**src/rtl/dmem_pkg.sv**
```systemverilog
// Shared definitions for the data-memory store and load paths.
// Encodings, load window width and the queued store-entry layout.
package dmem_pkg;

   typedef enum logic [1:0] {
      SZ_BYTE = 2'b00,
      SZ_HALF = 2'b01,
      SZ_WORD = 2'b10,
      SZ_BAD  = 2'b11
   } st_size_e;

   localparam int unsigned LOAD_BYTES = 8;

   // Entry address is sized for the widest supported ADDR_W; users keep the low bits.
   localparam int unsigned ST_ADDR_MAX_W = 16;

   typedef struct packed {
      logic [ST_ADDR_MAX_W-1:0] addr;
      logic [31:0]              data;
      logic [2:0]               nbytes;
   } st_entry_t;

   function automatic logic [2:0] size_to_nbytes(input logic [1:0] sz);
      case (sz)
         SZ_HALF: return 3'd2;
         SZ_WORD: return 3'd4;
         default: return 3'd1;
      endcase
   endfunction

endpackage

```
**src/rtl/store_fifo.sv**
```systemverilog
// Synchronous store-request FIFO; exposes every slot plus a valid mask
// so the owner can scan pending stores for address overlap.
module store_fifo
   import dmem_pkg::*;
#(
   parameter int unsigned DEPTH = 4
) (
   input  logic                             clock_i,
   input  logic                             reset_i,
   input  logic                             push_i,
   input  st_entry_t                        push_data_i,
   input  logic                             pop_i,
   output st_entry_t                        head_o,
   output logic                             full_o,
   output logic                             empty_o,
   output logic [$clog2(DEPTH+1)-1:0]       count_o,
   output st_entry_t [DEPTH-1:0]            entries_o,
   output logic [DEPTH-1:0]                 valid_o
);

   localparam int unsigned PTR_W = $clog2(DEPTH);
   localparam int unsigned CNT_W = $clog2(DEPTH+1);

   st_entry_t [DEPTH-1:0] mem;
   logic [PTR_W-1:0]      rd_ptr;
   logic [PTR_W-1:0]      wr_ptr;
   logic [CNT_W-1:0]      count;
   logic                  do_push;
   logic                  do_pop;

   assign full_o    = (count == CNT_W'(DEPTH));
   assign empty_o   = (count == '0);
   assign count_o   = count;
   assign head_o    = mem[rd_ptr];
   assign entries_o = mem;
   assign do_push   = push_i && !full_o;
   assign do_pop    = pop_i && !empty_o;

   always_ff @(posedge clock_i) begin
      if (do_push) mem[wr_ptr] <= push_data_i;
   end

   always_ff @(posedge clock_i) begin
      if (reset_i) begin
         rd_ptr <= '0;
         wr_ptr <= '0;
         count  <= '0;
      end else begin
         if (do_push) wr_ptr <= wr_ptr + PTR_W'(1);
         if (do_pop)  rd_ptr <= rd_ptr + PTR_W'(1);
         case ({do_push, do_pop})
            2'b10:   count <= count + CNT_W'(1);
            2'b01:   count <= count - CNT_W'(1);
            default: count <= count;
         endcase
      end
   end

   // A slot is live when its distance from the read pointer is below the count.
   always_comb begin
      logic [PTR_W-1:0] rel;
      valid_o = '0;
      for (int unsigned i = 0; i < DEPTH; i++) begin
         rel        = PTR_W'(i) - rd_ptr;
         valid_o[i] = (CNT_W'(rel) < count);
      end
   end

endmodule

```
**src/rtl/dmem_store_unit.sv**
```systemverilog
// Write side of the byte-organised data memory: queues stores, drains them
// big-endian one byte per cycle, and flags loads that overlap pending stores.
module dmem_store_unit
   import dmem_pkg::*;
#(
   parameter int unsigned DEPTH  = 4,
   parameter int unsigned ADDR_W = 10
) (
   input  logic              clock_i,
   input  logic              reset_i,
   input  logic              st_valid_i,
   output logic              st_ready_o,
   input  logic [ADDR_W-1:0] st_addr_i,
   input  logic [31:0]       st_data_i,
   input  logic [1:0]        st_size_i,
   output logic              st_err_o,
   output logic              mem_we_o,
   output logic [ADDR_W-1:0] mem_addr_o,
   output logic [7:0]        mem_data_o,
   input  logic [ADDR_W-1:0] chk_addr_i,
   output logic              chk_hit_o,
   output logic              empty_o
);

   localparam int unsigned CNT_W = $clog2(DEPTH+1);

   typedef enum logic {S_IDLE, S_WRITE} state_e;

   state_e                state_q, state_d;
   logic [1:0]            k_q, k_d;
   logic                  we_d, err_d;
   logic [ADDR_W-1:0]     addr_d;
   logic [7:0]            data_d;

   logic                  accept, push, pop;
   st_entry_t             push_entry, head;
   st_entry_t [DEPTH-1:0] fifo_entries;
   logic [DEPTH-1:0]      fifo_valid;
   logic                  fifo_full, fifo_empty;
   logic [CNT_W-1:0]      fifo_count;
   logic                  last_byte;
   logic [2:0]            sel_idx;
   logic [7:0]            byte_sel;
   logic                  unused_entry_bits;

   assign st_ready_o = !fifo_full;
   assign accept     = st_valid_i && st_ready_o;
   assign push       = accept && (st_size_i != SZ_BAD);
   assign err_d      = accept && (st_size_i == SZ_BAD);
   assign empty_o    = fifo_empty && !mem_we_o;

   assign push_entry.addr   = ST_ADDR_MAX_W'(st_addr_i);
   assign push_entry.data   = st_data_i;
   assign push_entry.nbytes = size_to_nbytes(st_size_i);

   store_fifo #(.DEPTH(DEPTH)) u_fifo (
      .clock_i     (clock_i),
      .reset_i     (reset_i),
      .push_i      (push),
      .push_data_i (push_entry),
      .pop_i       (pop),
      .head_o      (head),
      .full_o      (fifo_full),
      .empty_o     (fifo_empty),
      .count_o     (fifo_count),
      .entries_o   (fifo_entries),
      .valid_o     (fifo_valid)
   );

   assign unused_entry_bits = ^{head, fifo_entries};

   // Big-endian: byte k of an n-byte store is data byte (n-1-k) counted from the LSB.
   always_comb begin
      sel_idx   = head.nbytes - 3'd1 - {1'b0, k_q};
      last_byte = ({1'b0, k_q} == head.nbytes - 3'd1);
      case (sel_idx[1:0])
         2'd3:    byte_sel = head.data[31:24];
         2'd2:    byte_sel = head.data[23:16];
         2'd1:    byte_sel = head.data[15:8];
         default: byte_sel = head.data[7:0];
      endcase
   end

   always_comb begin
      state_d = state_q;
      k_d     = k_q;
      we_d    = 1'b0;
      addr_d  = mem_addr_o;
      data_d  = mem_data_o;
      pop     = 1'b0;
      case (state_q)
         S_IDLE: begin
            if (!fifo_empty) begin
               state_d = S_WRITE;
               k_d     = '0;
            end
         end
         S_WRITE: begin
            we_d   = 1'b1;
            addr_d = head.addr[ADDR_W-1:0] + ADDR_W'(k_q);
            data_d = byte_sel;
            if (last_byte) begin
               pop     = 1'b1;
               k_d     = '0;
               state_d = ((fifo_count > CNT_W'(1)) || push) ? S_WRITE : S_IDLE;
            end else begin
               k_d = k_q + 2'd1;
            end
         end
         default: state_d = S_IDLE;
      endcase
   end

   always_ff @(posedge clock_i) begin
      if (reset_i) begin
         state_q    <= S_IDLE;
         k_q        <= '0;
         mem_we_o   <= 1'b0;
         mem_addr_o <= '0;
         mem_data_o <= '0;
         st_err_o   <= 1'b0;
      end else begin
         state_q    <= state_d;
         k_q        <= k_d;
         mem_we_o   <= we_d;
         mem_addr_o <= addr_d;
         mem_data_o <= data_d;
         st_err_o   <= err_d;
      end
   end

   function automatic logic overlaps(input logic [ADDR_W-1:0] a,
                                     input logic [2:0]        n,
                                     input logic [ADDR_W-1:0] base);
      logic [ADDR_W-1:0] fwd;
      logic [ADDR_W-1:0] back;
      fwd  = a - base;
      back = base - a;
      return (fwd < ADDR_W'(LOAD_BYTES)) || (back < ADDR_W'(n));
   endfunction

   always_comb begin
      chk_hit_o = 1'b0;
      for (int unsigned i = 0; i < DEPTH; i++) begin
         if (fifo_valid[i] &&
             overlaps(fifo_entries[i].addr[ADDR_W-1:0], fifo_entries[i].nbytes, chk_addr_i))
            chk_hit_o = 1'b1;
      end
      if (mem_we_o && overlaps(mem_addr_o, 3'd1, chk_addr_i))
         chk_hit_o = 1'b1;
   end

endmodule

```
**config.mk**
```make
export PLATFORM = sky130hd
export DESIGN_NAME = dmem_store_unit
export DESIGN_NICKNAME = d
export VERILOG_FILES = /design/src/rtl/dmem_pkg.sv /design/src/rtl/store_fifo.sv /design/src/rtl/dmem_store_unit.sv
export SDC_FILE = /design/constraint.sdc
export NUM_CORES = 1
export LEC_CHECK = 0
export ABC_AREA = 1
export CORE_MARGIN = 5
export CORE_UTILIZATION = 52
export CTS_CLUSTER_SIZE = 20
export DETAILED_ROUTE_END_ITERATION = 16
export GPL_TIMING_DRIVEN = 0
export HOLD_SLACK_MARGIN = 0.06
export PLACE_DENSITY_LB_ADDON = 0.1
export SKIP_LAST_GASP = 1
export SLEW_MARGIN = 5
export SYNTH_ARGS = -nofsm -noshare
export SYNTH_HDL_FRONTEND = slang
export SYNTH_SLANG_ARGS = --single-unit
```
**constraint.sdc**
```tcl
create_clock -name clock_i -period 6.41 [get_ports clock_i]
set_clock_uncertainty 0.2 [all_clocks]
set_input_delay 1.6025 -clock clock_i [delete_from_list [all_inputs] [get_ports clock_i]]
set_output_delay 1.6025 -clock clock_i [all_outputs]
set_load 0.02 [all_outputs]
```
Word level (Yosys, flattened, before mapping)
Index checks and enable logic that the tools add are counted.
Widths: inputs -> output; s select.

operators by class
  muxes and demuxes = 23
  $add $sub $neg = 22
  reduce and logical (&&, ||, !) cells = 23
  equal/unequal tests = 12
  magnitude comparators = 18
  bitwise operators = 1

operator list
  operator             number
  $bwmux 204           1
  $bmux 51 s2          1
  $demux 51 s2         1
  $sub 10x10->10       10
  $mux 51              1
  $lt 10x4->1 const B  5
  $mux 45              1
  $lt 10x3->1          4
  $pmux 8 s3           1
  $logic_and 1x1->1    12
  $lt 2x3->1           4
  $pmux 3 s2           2
  $mux 1               11
  $add 10x2->10        1
  $eq 2x2->1 const B   5
  $lt 10x1->1 const B  1
  $add 2x1->2 const B  3
  $eq 2x1->1 const B   3
  $logic_or 1x1->1     6
  $lt 2x3->1 const B   2
  $sub 3x1->3 const B  2
  $mux 2               2
  $ne 2x2->1 const B   2
  $pmux 2 s2           1
  other kinds (13)     17

word-level totals
  output and inout bits = 23
  flip-flop bits (word level) = 234
  bits of input ports = 57

Depth between registers and ports, before layout
Gate-level depths: netlist of the first run.

  word-level depth = 9
  gate-level depth with buffers = 20
  mapped depth without buffers = 19

Hierarchy
From an unflattened synthesis of the first run, not the netlist that was laid out.

unflattened totals
  cells, all modules = 1710
  area, all modules = 14372.5 um2

by module, submodules not included
  module           area each (um2)  cells each  instances
  store_fifo       7825.0           497         1
  dmem_store_unit  6547.5           1213        1

Least setup slack after synthesis of the first run
Ideal clock, no wire load.

  kind = input to output
  start point = input chk_addr_i[0]
  end point = output chk_hit_o
  slack = 1.146 ns
  buffers on the path = 0
  arrival time = 3.462 ns
  required time = 4.608 ns
  stages = 15
  cell sequence = inv_1 -> ha_1 -> inv_1 -> fa_1 -> ha_1 -> a21o_1 -> a21oi_1 -> nand3_1 -> nor2_1 -> nand2_1 -> nand2_1 -> nand2_1 -> nand2_1 -> nor2_1 -> nand2_1

on the way
  cells in the longest elaborated chain, start to end = 9

RTL lines
  what                                        line                                            source
  start: declaration                          dmem_store_unit.sv:20                           input logic [ADDR_W-1:0] chk_addr_i,
  $sub 10x10->10 (on tied branches)           dmem_store_unit.sv:137, dmem_store_unit.sv:138
  $lt 10x4->1 or $lt 10x3->1 (tied branches)  dmem_store_unit.sv:139                          return (fwd < ADDR_W'(LOAD_BYTES)) || (back < ADDR_W'(n));
  $logic_or 1x1->1                            dmem_store_unit.sv:139
  $logic_and 1x1->1                           dmem_store_unit.sv:145                          if (fifo_valid[i] &&
  $mux 1 (4 in series)                        dmem_store_unit.sv:145
  $mux 1 *                                    dmem_store_unit.sv:149                          if (mem_we_o && overlaps(mem_addr_o, 3'd1, chk_addr_i))
  end: declaration                            dmem_store_unit.sv:21                           output logic chk_hit_o,

Mark *: on every way between the ends. The rest lies on a longest branch, timed or not.

Worst setup path after layout of the first run
Ends and elaborated chain as after synthesis.

==> results.py, run 1 <==
metrics = {
    "run_status": {
        "outcome": "finished clean",
    },
    "detailed_routing": {
        "num_vias": 11400,
        "drc": 0,
        "drt_iter0_drc": 854,
        "wl_mm": 38.1,
        "routed_via_density": 5.41,
        "ant_nets": 0,
        "dr.pass1.iters": 5,
        "routedWlPerCell_um": 18.0,
    },
    "cells_and_area": {
        "final_nets": 1942,
        "most-common-layout-cells": "nand2_1, inv_1, edfxtp_1",
        "stdcell_count": 2114,
        "filler_cell_count": 2405,
        "area_delta_synth_final_pct": 15.3,
        "layout_commonest_cell": "nand2_1",
        "layout-drive-gt1-share_pct": 6.46,
        "num_antenna_cells": 0,
    },
    "worst_setup_path": {
        "r2r_start": "u_fifo.rd_ptr[1]",
        "crit_chain": "buf_4, clkinvlp_4, ha_1, inv_2, fa_1, ha_1, a21o_1, a21oi_1, nand3_1, nor2_1, nand2_1, nand2_1, nand2_1, nand2_1, nor2_1, nand2_1, clkbuf_2",
        "arrival_ns": 4.38,
        "r2r_setup_slack_ns": 2.51,
        "slowest_stage": "fa_1",
        "cpPeakStageDelay_ns": 0.45,
        "required_ns": 4.61,
        "end_kind": "primary output",
        "rr_worst_depth": 17,
        "cpMostUsedCell": "nand2_1",
        "crit_path_start_kind": "input pin",
        "worstSetupPathType": "in -> out",
        "regToRegEndpoint": "u_fifo.count_o[2]",
        "startpoint": "chk_addr_i[0]",
        "crit_fanout": 6,
    },
    "power_and_ir_drop": {
        "p_int_mw": 2.69,
        "vdd_ir_drop_max_v": 0.000277,
        "p_sw_share_pct": 30.7,
        "power_frac_comb_pct": 24.7,
        "p_switching_mw": 1.19,
        "pwr-share-seq_pct": 41.1,
        "p_leak_nw": 7.20,
        "p_per_area_nw_per_um2": 249,
        "finalPower_mw": 3.89,
        "p_clk_share_pct": 34.2,
    },
    "logic_synthesis": {
        "synth_top_area_cell": "edfxtp_1",
        "yosysSeqAreaShare_pct": 44.4,
        "postSynthAreaPerCell_um2": 8.19,
        "synth_edf_count": 180,
        "ys_ff_latch": 210,
        "yosysWarnings": 0,
        "synthDistinctLibCells": 46,
        "synthTopCellsByArea": "edfxtp_1, nand2_1, ha_1",
        "ys.flop_type": "edfxtp_1",
        "syn-num-nets": 1832,
        "synth-async-reset-ratio_pct": 0,
        "netlist_area_um2": 13500,
        "synthCells": 1652,
        "synth_top_area_share_pct": 40.0,
    },
    "sta": {
        "rsz0062_at_grt": "no",
        "tightestPinTransition_ns": 0.892,
        "setup_violations": 0,
        "final_hold_viol_count": 0,
        "drv_slew": 0,
        "maxSlewHeadroom_pct": 40.4,
        "period_share_pct": 96.4,
        "fin_crit_ns": 6.18,
        "max_freq_mhz": 162,
    },
    "place": {
        "placed_cells": 2069,
        "routabilityCongestion": 0.952,
        "port_buffers": 78,
        "dp_hpwl_mm": 29.4,
    },
    "die": {
        "die_h_um": 171,
        "core_um2": 25800,
        "start_util_pct": 52.4,
        "io_pins": 80,
        "die_area_um2": 29300,
        "rows": 59,
        "die_w_um": 171,
    },
    "job": {
        "drv_cap": 0,
    },
    "clock_network": {
        "htreeDepth": 1,
        "cts_buffers": 24,
        "cts_tree": "built",
        "root_buffer": "clkbuf_16",
        "ctsHoldBuffers": 0,
        "clock-sinks": 210,
        "cts_buffer_depth": 3,
        "clk_pin_slew_ns": 0.06,
        "clkLatencyLatePin_ns": 0.52,
    },
    "global_route": {
        "antenna_found_initial": 1,
        "grt_pass1_wl_mm": 58.9,
        "gr-usage-all-layers_pct": 25.7,
        "grt_pass1_vias": 10700,
        "grt_overflow": 0,
        "grt_max_degree": 28,
    },
    "hold_path": {
        "min_path_type": "reg -> reg",
        "holdPathStages": 2,
        "hold_end": "mem_data_o[1]",
        "holdCritStartpoint": "mem_data_o[1]",
    },
}
synth_stat cells (3+ instances only):
master / n
nand2_1: 533
inv_1: 255
edfxtp_1: 180
nand3_1: 122
ha_1: 118
nor2_1: 103
a21oi_1: 81
nand4_1: 34
a22oi_1: 33
dfxtp_1: 30
buf_2: 22
o21ai_0: 20
xor2_1: 18
a31oi_1: 14
o22ai_1: 9
a31o_2: 7
a21o_1: 6
o21a_1: 6
fa_1: 5
nand3b_1: 5
a221oi_1: 4
inv_2: 4
o21bai_1: 4
or2_2: 4
xnor2_1: 4
buf_6: 3
o211ai_1: 3
cell families after synthesis:
group,Yosys count,share of synthesized area (%)
flops,210,44.4
xor+xnor,22,1.42
simple gates,814,25.2
compound gates,195,8.89
fa+ha+maj,123,11.7
buf+inv,288,8.40
metal layers:
metal / part of all wire (%) / GRT usage (%)
met4: 2.4 / 5.99
met3: 6.0 / 2.85
met5: 0.034 / 0
met2: 48 / 44.6
met1: 43 / 34.9
power groups by stage:
| stage | logic (mW) | clock network (mW) | registers, mW |
|---|---|---|---|
| after floorplan | 0.603 | 0 | 1.64 |
| after global placement | 0.930 | 0 | 1.63 |
| after detailed placement | 0.951 | 0 | 1.63 |
| after CTS | 0.956 | 1.34 | 1.60 |
| after global routing | 1.07 | 1.40 | 1.60 |
| final | 0.959 | 1.33 | 1.60 |
worst max path at each step:
stage,cells past startpoint,to,slack (ns)
after floorplan,15,chk_hit_o,1.15
after global placement,18,chk_hit_o,-0.97
after detailed placement,18,chk_hit_o,-0.94
after CTS,19,chk_hit_o,0.01
after global routing,17,chk_hit_o,0.1
final,17,chk_hit_o,0.23
registers in the layout (all words and copies together) (netlist names), 2 cells and up:
signal / count
k_q: 2
mem_data_o: 8
mem_addr_o: 10
u_fifo.count_o: 3
u_fifo.entries_o: 180
u_fifo.wr_ptr: 2
u_fifo.rd_ptr: 2
through the flow:
stage / worst slack, ns / instance area [µm²] / utilization, % / TNS [ns] / hold slack [ns]
after floorplan: 1.15 / 13500 / - / 0 / 0.290
after global placement: -0.973 / 14700 / 57.0 / -91.94 / 0.254
after detailed placement: -0.941 / 14800 / 57.5 / -0.941 / 0.259
after CTS: 0.0124 / 15600 / 60.4 / 0 / 0.273
after global routing: 0.0976 / 15600 / 60.4 / 0 / 0.290
final: 0.231 / 15600 / 60.4 / 0 / 0.266
layout make-up:
type	count	area, µm²	area share, %
multi-input combinational	1154	6420	41.2
sequential	210	6010	38.5
inverter	259	980	6.28
timing repair buffer	84	842	5.40
clock buffer	29	641	4.11
tap	335	419	2.69
buffer	29	164	1.05
clock inverter	14	126	0.810
repair_timing:
| action | 4_1_cts | 5_1_grt |
|---|---|---|
| setup endpoints to repair | 1 | 1 |
| resized for setup | 23 | 15 |
| buffers inserted | 1 | 1 |
| endpoints found under the hold margin | 0 | 0 |
worst max-delay path: cells and delay by family:
kind | cells | cell delay, ns
fa+ha+maj | 3 | 0.99
simple gates | 8 | 0.74
buf+inv | 4 | 0.64
compound gates | 2 | 0.40
No activity file was read; power rests on OpenSTA's default activity.
==> run 2: changes to the inputs <==
clock period = 5.5 ns   (was 6.41 ns; I/O delays follow)
==> results.py, run 2 (synthesis gave the netlist of run 1 again) <==
metrics = {
    "worst_setup_path": {
        "cp_num_buf_inv": 4,
        "r2r_setup_slack_ns": 1.61,
        "crit_path_end": "chk_hit_o",
        "rr_worst_depth": 17,
        "cpMostUsedCell": "nand2_1",
        "end_kind": "primary output",
        "startpoint": "chk_addr_i[0]",
        "worstSetupPathType": "in -> out",
        "required_ns": 3.92,
        "cpPeakStageDelay_ns": 0.42,
        "slowest_stage": "fa_1",
        "crit_family": "adder cells",
        "arrival_ns": 3.81,
        "crit_fanout": 6,
        "r2r_start": "u_fifo.rd_ptr[1]",
        "crit_chain": "buf_12, clkinvlp_4, ha_4, inv_6, fa_1, ha_1, a21o_1, a21oi_2, nand3_2, nor2_2, nand2_1, nand2_2, nand2_1, nand2_1, nor2_1, nand2_1, buf_6",
        "regToRegEndpoint": "u_fifo.count_o[2]",
        "crit_path_start_kind": "input pin",
        "worst-path-stages": 17,
    },
    "job": {
        "drv_cap": 0,
    },
    "power_and_ir_drop": {
        "p_leak_nw": 7.24,
        "p_per_area_nw_per_um2": 286,
        "vdd_ir_drop_max_v": 0.000321,
        "finalPower_mw": 4.56,
    },
    "cells_and_area": {
        "most-common-layout-cells": "nand2_1, inv_1, edfxtp_1",
        "filler_cell_count": 2365,
        "area_delta_synth_final_pct": 17.8,
        "layout-drive-gt1-share_pct": 9.43,
        "largest_reg_flops": 180,
        "num_antenna_cells": 0,
        "final_nets": 1955,
        "stdcell_count": 2127,
        "layout_commonest_cell": "nand2_1",
    },
    "global_route": {
        "grt_max_degree": 28,
        "grt_pass1_wl_mm": 59.2,
        "gr-usage-all-layers_pct": 25.8,
        "grt_use_met1_pct": 34.9,
        "antenna_found_initial": 1,
        "globalRouteMet3Util_pct": 2.92,
        "grt_pass1_vias": 10800,
        "grt_busiest_layer": "met2",
        "met2_usage_pct": 45.0,
        "grt_overflow": 0,
    },
    "clock_network": {
        "clkLatencyLatePin_ns": 0.52,
        "cts_buffers": 24,
        "cts_buffer_depth": 3,
        "root_buffer": "clkbuf_16",
        "ctsHoldBuffers": 0,
        "htreeDepth": 1,
        "cts_tree": "built",
        "clock-sinks": 210,
        "clk_pin_slew_ns": 0.06,
    },
    "detailed_routing": {
        "num_vias": 11600,
        "drt_iter0_drc": 830,
        "routed_via_density": 5.43,
        "drc": 0,
        "ant_nets": 0,
        "routedWlPerCell_um": 18.0,
        "wl_mm": 38.4,
        "dr.pass1.iters": 7,
    },
    "place": {
        "placed_cells": 2069,
        "routabilityCongestion": 0.952,
        "port_buffers": 78,
        "dp_hpwl_mm": 29.4,
    },
    "die": {
        "die_w_um": 171,
        "io_pins": 80,
        "die_area_um2": 29300,
        "rows": 59,
        "die_h_um": 171,
        "start_util_pct": 52.4,
        "core_um2": 25800,
    },
    "sta": {
        "tightestPinTransition_ns": 0.898,
        "period_share_pct": 98.0,
        "final.setup.tns_ns": 0,
        "final_hold_viol_count": 0,
        "maxSlewHeadroom_pct": 40.0,
        "drv_slew": 0,
        "max_freq_mhz": 186,
        "fin_crit_ns": 5.39,
        "setup_violations": 0,
    },
    "run_status": {
        "outcome": "finished clean",
    },
    "hold_path": {
        "min_path_type": "reg -> reg",
        "holdPathStages": 2,
    },
}
[run 2: cell types whose count changed in the layout (fill, tap and decap cells not counted), sizes merged]
cell | before | now
inv | 257 | 251
clkbuf | 40 | 38
clkinvlp | 6 | 12
clkdlybuf4s15 | 1 | 0
buf | 33 | 49
[run 2: layout make-up]
| cell class | count | area, µm² | share of cell area (%) |
|---|---|---|---|
| multi-input combinational | 1154 | 6580 | 41.3 |
| sequential | 210 | 6010 | 37.7 |
| inverter | 259 | 1010 | 6.32 |
| timing repair buffer | 97 | 993 | 6.23 |
| clock buffer | 29 | 641 | 4.02 |
| tap | 335 | 419 | 2.63 |
| buffer | 29 | 164 | 1.03 |
| clock inverter | 14 | 126 | 0.793 |
[run 2: layer usage]
layer	wire, µm	vias up
li1	-	5702
met1	16600	5432
met2	18600	349
met3	2280	72
met4	911	2
met5	13	-
[run 2: worst min path at each step]
stage                                 from                to
final                        mem_data_o[1]     mem_data_o[1]
after global placement       mem_data_o[3]     mem_data_o[3]
after detailed placement     mem_data_o[7]     mem_data_o[7]
after global routing         mem_data_o[3]     mem_data_o[3]
after floorplan           u_fifo.wr_ptr[1]  u_fifo.wr_ptr[1]
after CTS                    mem_data_o[1]     mem_data_o[1]
[run 2: timing repair]
| action | 4_1_cts | 5_1_grt |
|---|---|---|
| pin swaps | 9 | 27 |
| endpoints found under the setup margin | 1 | 1 |
| setup buffers | 7 | 8 |
| resized for setup | 66 | 48 |
[run 2: power breakdown]
part | switching (mW) | leakage [nW] | internal [mW]
registers | 0.0455 | 1.89 | 1.82
logic | 0.732 | 4.99 | 0.417
clock network | 0.628 | 0.359 | 0.920
[run 2: worst reg2reg max path, stage by stage, from the launching register on]
cell and delay (ns):
dfxtp_1 0.49, nor2_1 0.17, buf_6 0.19, buf_2 0.21, a22oi_1 0.19, inv_1 0.06
a221oi_1 0.35, inv_1 0.09, ha_1 0.38, inv_1 0.12, nor2_1 0.20, nand4_2 0.19
nor2_4 0.16, ha_1 0.29, nor2_1 0.12, o21ai_0 0.11, o21ai_0 0.18, a21oi_1 0.07
[run 2: per-stage QoR]
| step | setup slack (ns) | area (µm²) | hold slack, ns | util, % |
|---|---|---|---|---|
| after floorplan | 0.691 | 13500 | 0.290 | - |
| after global placement | -1.43 | 14700 | 0.254 | 57.0 |
| after detailed placement | -1.40 | 14800 | 0.259 | 57.5 |
| after CTS | 0.00923 | 15700 | 0.273 | 60.8 |
| after global routing | -0.00406 | 15900 | 0.290 | 61.7 |
| final | 0.111 | 15900 | 0.266 | 61.7 |
